--- src/rtl/gmii_rx_deframe_pkg.sv ---
// ---------------------------------------------------------------------------
// gmii_rx_deframe_pkg: shared state encoding and framing/CRC constants.
// Rev 1.0
// ---------------------------------------------------------------------------
`default_nettype none

package gmii_rx_deframe_pkg;

   typedef enum logic [1:0] {
      ST_IDLE    = 2'd0,
      ST_PRE     = 2'd1,
      ST_PAYLOAD = 2'd2,
      ST_DROP    = 2'd3
   } state_t;

   localparam logic [7:0]  PREAMBLE_BYTE = 8'h55;
   localparam logic [7:0]  SFD_BYTE      = 8'hD5;
   localparam logic [31:0] CRC_INIT      = 32'hFFFF_FFFF;
   localparam logic [31:0] CRC_RESIDUE   = 32'hDEBB_20E3;
   // 0x04C11DB7 bit-reversed, for the LSB-first shift form
   localparam logic [31:0] CRC_POLY_REFL = 32'hEDB8_8320;

endpackage

`default_nettype wire

--- src/rtl/gmii_rx_deframe_crc32_d8.sv ---
// ---------------------------------------------------------------------------
// crc32_d8: combinational Ethernet CRC-32 next state for one byte, LSB first.
// Rev 1.0
// ---------------------------------------------------------------------------
`default_nettype none

module crc32_d8
   import gmii_rx_deframe_pkg::*;
(
   input  logic [31:0] crc_in,
   input  logic [7:0]  d,
   output logic [31:0] crc_out
);

   always_comb begin
      crc_out = crc_in;
      for (int i = 0; i < 8; i++) begin
         crc_out = {1'b0, crc_out[31:1]} ^ ((crc_out[0] ^ d[i]) ? CRC_POLY_REFL : 32'h0);
      end
   end

endmodule

`default_nettype wire

--- src/rtl/gmii_rx_deframe.sv ---
// ---------------------------------------------------------------------------
// gmii_rx_deframe: strips preamble/SFD, checks FCS, forwards payload without FCS.
// Optional counters via GMII_RX_STATS_EN.  Rev 1.0
// ---------------------------------------------------------------------------
`default_nettype none

module gmii_rx_deframe
   import gmii_rx_deframe_pkg::*;
#(
   parameter int MIN_PRE = 2,
   parameter int LW      = 11
)(
   input  logic          clk,
   input  logic          rst_n,
   input  logic [7:0]    d_in,
   input  logic          strobe_in,
   output logic [7:0]    d_out,
   output logic          strobe_out,
   output logic          frame_done,
   output logic          crc_ok,
   output logic          runt,
   output logic [LW-1:0] frame_len
`ifdef GMII_RX_STATS_EN
   ,
   output logic [15:0]   good_cnt,
   output logic [15:0]   bad_crc_cnt,
   output logic [15:0]   drop_cnt
`endif
);

   localparam logic [3:0]    MIN_PRE_C = 4'(MIN_PRE);
   localparam logic [LW-1:0] LEN_MAX   = {LW{1'b1}};

   state_t        state_q, state_d;
   logic [3:0]    pre_cnt_q, pre_cnt_d;
   logic [31:0]   crc_q, crc_d, crc_next;
   logic [31:0]   dly_q, dly_d;
   logic [2:0]    rx_cnt_q, rx_cnt_d;
   logic [LW-1:0] len_q, len_d;
   logic [7:0]    d_out_q, d_out_d;
   logic          strobe_out_q, strobe_out_d;
   logic          frame_done_q, frame_done_d;
   logic          crc_ok_q, crc_ok_d;
   logic          runt_q, runt_d;
   logic [LW-1:0] frame_len_q, frame_len_d;
   logic          drop_evt;

   crc32_d8 u_crc (
      .crc_in  (crc_q),
      .d       (d_in),
      .crc_out (crc_next)
   );

   always_comb begin
      state_d      = state_q;
      pre_cnt_d    = pre_cnt_q;
      crc_d        = crc_q;
      dly_d        = dly_q;
      rx_cnt_d     = rx_cnt_q;
      len_d        = len_q;
      d_out_d      = d_out_q;
      strobe_out_d = 1'b0;
      frame_done_d = 1'b0;
      crc_ok_d     = crc_ok_q;
      runt_d       = runt_q;
      frame_len_d  = frame_len_q;
      drop_evt     = 1'b0;
      case (state_q)
         ST_IDLE: begin
            if (strobe_in) begin
               if (d_in == PREAMBLE_BYTE) begin
                  state_d   = ST_PRE;
                  pre_cnt_d = 4'd1;
               end else begin
                  state_d  = ST_DROP;
                  drop_evt = 1'b1;
               end
            end
         end
         ST_PRE: begin
            if (!strobe_in) begin
               state_d  = ST_IDLE;
               drop_evt = 1'b1;
            end else if (d_in == PREAMBLE_BYTE) begin
               if (pre_cnt_q != 4'd15) pre_cnt_d = pre_cnt_q + 4'd1;
            end else if (d_in == SFD_BYTE && pre_cnt_q >= MIN_PRE_C) begin
               state_d  = ST_PAYLOAD;
               crc_d    = CRC_INIT;
               dly_d    = 32'h0;
               rx_cnt_d = 3'd0;
               len_d    = '0;
            end else begin
               state_d  = ST_DROP;
               drop_evt = 1'b1;
            end
         end
         ST_PAYLOAD: begin
            if (strobe_in) begin
               crc_d = crc_next;
               dly_d = {dly_q[23:0], d_in};
               // Once four bytes are buffered, the oldest is known not to be FCS
               if (rx_cnt_q == 3'd4) begin
                  d_out_d      = dly_q[31:24];
                  strobe_out_d = 1'b1;
                  if (len_q != LEN_MAX) len_d = len_q + LW'(1);
               end else begin
                  rx_cnt_d = rx_cnt_q + 3'd1;
               end
            end else begin
               state_d      = ST_IDLE;
               frame_done_d = 1'b1;
               runt_d       = (rx_cnt_q != 3'd4);
               crc_ok_d     = (rx_cnt_q == 3'd4) && (crc_q == CRC_RESIDUE);
               frame_len_d  = (rx_cnt_q == 3'd4) ? len_q : '0;
            end
         end
         default: begin
            if (!strobe_in) state_d = ST_IDLE;
         end
      endcase
   end

`ifdef GMII_RX_STATS_EN
   logic [15:0] good_q, bad_q, drop_q;
`endif

   always_ff @(posedge clk or negedge rst_n) begin
      if (!rst_n) begin
         state_q      <= ST_IDLE;
         pre_cnt_q    <= 4'd0;
         crc_q        <= CRC_INIT;
         dly_q        <= 32'h0;
         rx_cnt_q     <= 3'd0;
         len_q        <= '0;
         d_out_q      <= 8'h0;
         strobe_out_q <= 1'b0;
         frame_done_q <= 1'b0;
         crc_ok_q     <= 1'b0;
         runt_q       <= 1'b0;
         frame_len_q  <= '0;
`ifdef GMII_RX_STATS_EN
         good_q       <= 16'h0;
         bad_q        <= 16'h0;
         drop_q       <= 16'h0;
`endif
      end else begin
         state_q      <= state_d;
         pre_cnt_q    <= pre_cnt_d;
         crc_q        <= crc_d;
         dly_q        <= dly_d;
         rx_cnt_q     <= rx_cnt_d;
         len_q        <= len_d;
         d_out_q      <= d_out_d;
         strobe_out_q <= strobe_out_d;
         frame_done_q <= frame_done_d;
         crc_ok_q     <= crc_ok_d;
         runt_q       <= runt_d;
         frame_len_q  <= frame_len_d;
`ifdef GMII_RX_STATS_EN
         if (frame_done_d && crc_ok_d)  good_q <= good_q + 16'd1;
         if (frame_done_d && !crc_ok_d) bad_q  <= bad_q + 16'd1;
         if (drop_evt)                  drop_q <= drop_q + 16'd1;
`endif
      end
   end

   assign d_out      = d_out_q;
   assign strobe_out = strobe_out_q;
   assign frame_done = frame_done_q;
   assign crc_ok     = crc_ok_q;
   assign runt       = runt_q;
   assign frame_len  = frame_len_q;
`ifdef GMII_RX_STATS_EN
   assign good_cnt    = good_q;
   assign bad_crc_cnt = bad_q;
   assign drop_cnt    = drop_q;
`endif

endmodule

`default_nettype wire
--- config.mk ---
export PLATFORM = sky130hd
export DESIGN_NAME = gmii_rx_deframe
export DESIGN_NICKNAME = d
export VERILOG_FILES = /design/src/rtl/gmii_rx_deframe_pkg.sv /design/src/rtl/gmii_rx_deframe_crc32_d8.sv /design/src/rtl/gmii_rx_deframe.sv
export SDC_FILE = /design/constraint.sdc
export NUM_CORES = 1
export LEC_CHECK = 0
export CORE_ASPECT_RATIO = 1.2
export CORE_MARGIN = 2
export CORE_UTILIZATION = 59
export DETAILED_ROUTE_END_ITERATION = 7
export GPL_ROUTABILITY_DRIVEN = 0
export GPL_TIMING_DRIVEN = 1
export PLACE_DENSITY = 0.87
export SETUP_SLACK_MARGIN = 0.15
export SKIP_CTS_REPAIR_TIMING = 1
export SLEW_MARGIN = 10
export SYNTH_ARGS = -nofsm -noshare
export SYNTH_HDL_FRONTEND = slang
export SYNTH_HIERARCHICAL = 1
export SYNTH_SLANG_ARGS = --single-unit
--- constraint.sdc ---
create_clock -name clk -period 2.5 [get_ports clk]
set_clock_uncertainty 0.1 [all_clocks]
set_input_delay 0.625 -clock clk [delete_from_list [all_inputs] [get_ports clk]]
set_output_delay 0.625 -clock clk [all_outputs]
set_load 0.01 [all_outputs]
==> summary.txt <==
Power and ir drop
  – Clk pwr share: 12.9%
  – Cell leakage power: 2.604 nW
  – Reg power frac: 35.3%
  – Pwr dens: 1350 nW/um2
  – Switch Pwr: 3.174 mW
  – Worst vdd ir: 819.0 uV
  – Internal power: 5.138 mW
  – Sw frac: 38.18%
  – Total Power: 8.312 mW
  – Combinational power share: 51.8%

Layout
  – Final core utilization: 71.51%
  – Ratio of cells with drive above 1 in the final layout: 23.31%
  – Nets: 513
  – Area Overhead vs Synth: 17.42%
  – ANT cells: 0
  – Filler cell count: 590

Route
  – Final wirelength: 11.35 mm
  – Routed vias/inst: 6.163
  – Post-DR wirelength/cell: 18.33 um
  – Detail Route Antenna Nets: 0
  – DRT Pass-1 Iters: 4
  – DRC: 0
  – Number of DRC markers in iteration 0: 232
  – Vias: 3815

STA
  – WHS: 0.1157 ns
  – Slew HR: 62.20%
  – Clock period minus worst slack: 2.300 ns
  – Maximum clock rate: 434.8 MHz
  – Hold Fails Final Rpt: 0
  – Setup Viol. Count Final: 0
  – RSZ-0062 raised after global routing: no
  – Setup slack after layout: 0.2000 ns
  – Tcrit/Tclk final: 92.00%
  – Worst Max-Slew Pin Slew: 0.5669 ns
  – Final Max Slew Viols: 0

Floorplan
  – Die area: 9661 um2
  – Row count: 37
  – Core region area: 8611 um2
  – DIE WIDTH: 90.06 um
  – Die Y: 107.3 um
  – Initial Utilization: 60.90%
  – # IOs: 34

Worst setup path
  – Setup CP Type: primary input to flip-flop
  – CP startpoint kind: primary input
  – Worst EP required: 2.72 ns
  – Worst-path fanout max: 4
  – Crit. End Element: flip-flop
  – Worst Path Arrival: 2.52 ns

GRT
  – Initial antenna violation count: 0
  – Largest net degree at the start of global routing: 44
  – First-pass GRT wire length: 18.98 mm
  – GRT overflow: 0
  – Vias in the first global route: 3843
  – Total track usage: 24.51%

Clock tree
  – Clock sink count: 107
  – TritonCTS Buffers: 9
  – H-tree depth: 3
  – Clock latency reported for the late side of the worst-skew pair: 0.39 ns
  – Max clock buf depth: 2
  – CTS root buf: clkbuf_8
  – CTS tree: done
  – Worst-path clk slew: 0.12 ns

Synth
  – Yosys cell types: 60
  – Main synth FF type: dfrtp_1
  – Seq/Total Area, Yosys: 51.83%
  – Mapped Nets: 453
  – Mapped Cells: 437
  – Yosys reg bits: 107
  – Average size of a mapped cell: 12.00 um2
  – Ys Warns: 6
  – Post-synth EDFFs: 0
  – Synth async-reset ratio: 100.0%
  – Mapped cell area: 5244 um2

Placement
  – DP Worst Slack: -0.2399 ns
  – Placed wire-length estimate: 7.842 mm
  – Port bufs: 33

Run status
  – Outcome: finished, final reports clean

Run
  – Total of max-cap violations: 0

Hold path
  – Hold/Removal Path Class: primary input to asynchronous set/reset pin
-- cell usage after synthesis, drive strengths merged, types with 4 or more instances --
cell type,instances,area share [%]
o211ai,4,0.57
a21oi,4,0.38
dfstp,32,16
xnor2,54,9.4
inv,12,0.86
a22o,34,5.7
nand4,5,0.60
dfrtp,75,36
buf,8,1.7
o31ai,5,0.81
nand2,34,2.4
nand3,11,1.0
nor4,4,0.48
o22a,32,5.3
nor2,7,0.55
o21ai,16,1.5
mux2,11,2.4
xor2,14,2.7
ha,5,1.2
clkbuf,15,1.1
a211o,4,0.67
-- layout by cell type (no fill, tap or decap), drive strengths merged, types with 4 or more instances in the layout --
master	count
inv	14
ha	5
nand2	34
clkinv	4
o21ai	16
nand3	11
nor2	7
mux2	11
o211ai	4
xnor2	54
nand4	5
o22a	32
a21oi	4
a22o	34
xor2	14
dfstp	32
a211o	4
clkbuf	9
clkdlybuf4s50	31
o31ai	5
buf	40
nor4	4
dfrtp	75
-- power by group through the flow --
| stage | clock network, mW | registers (mW) | logic, mW |
|---|---|---|---|
| finish | 1.07 | 2.93 | 4.31 |
| floorplan | 0 | 2.83 | 2.91 |
| CTS | 1.10 | 2.92 | 4.23 |
| global placement | 0 | 2.91 | 4.00 |
| detailed placement | 0 | 2.95 | 4.17 |
| global route | 1.17 | 3.00 | 4.61 |
-- per-layer routing --
metal	track usage, %	routed length (um)	vias up	part of all wire [%]
met3	3.641	481	38	4.2
li1	-	-	1727	-
met2	43.45	6005	132	53
met5	0	0	-	0
met1	29.77	4489	1918	40
met4	11.21	369	0	3.3
-- worst max-delay path, cell delays in order --
cell	delay [ns]
clkdlybuf4s50_1	0.48
xnor2_1	0.35
xnor2_1	0.18
buf_4	0.19
xor2_1	0.34
xnor2_1	0.13
o22a_1	0.22
-- per-stage QoR --
stage,TNS [ns],cells,area (um2)
final,0,619,6157
after CTS,0,619,6131
after floorplan,0,437,5244
after detailed placement,-13.54,603,5917
after global placement,-11.16,603,5917
after global routing,0,619,6157
-- flip-flops by register name, summed over array words and instances (netlist names) --
signal and count:
crc_ok 1, crc_q 32, d_out 8, dly_q 32, frame_done 1, frame_len 11, len_q 11, pre_cnt_q 4
runt 1, rx_cnt_q 3, state_q 2, strobe_out 1
-- path summary, 6_finish.rpt --
path	start	endpoint	slack (ns)	cells after the start
setup / recovery	d_in[4]	crc_q[16]	0.20	7
hold / removal	rst_n	frame_done	0.12	1
setup reg to reg	pre_cnt_q[0]	dly_q[0]	0.27	7
hold reg to reg	frame_len[8]	frame_len[8]	0.39	2
max in group asynchronous	rst_n	crc_q[5]	1.52	2
min in group clk	frame_len[8]	frame_len[8]	0.39	2
-- cell families (layout without fill, tap and decap cells) --
logic type      count (synthesis)  after routing  share of synthesized area, %
buf+inv                        35            100                         3.603
compound gates                114            114                         17.80
xor+xnor                       70             70                         13.03
mux                            12             12                         2.553
flops                         107            107                         51.83
simple gates                   94             94                         9.998
fa+ha+maj                       5              5                         1.193
-- layout make-up --
class                           instances  area, um2  share of cell area (%)
Sequential cell                       107       2718                   44.14
Multi-Input combinational cell        295       2361                   38.35
Timing Repair Buffer                   72      673.1                   10.93
Tap cell                              117      146.4                   2.378
Clock buffer                            9      123.9                   2.012
Clock inverter                          7      90.09                   1.463
Inverter                               12      45.04                  0.7316
No activity file was read; power rests on OpenSTA's default activity.
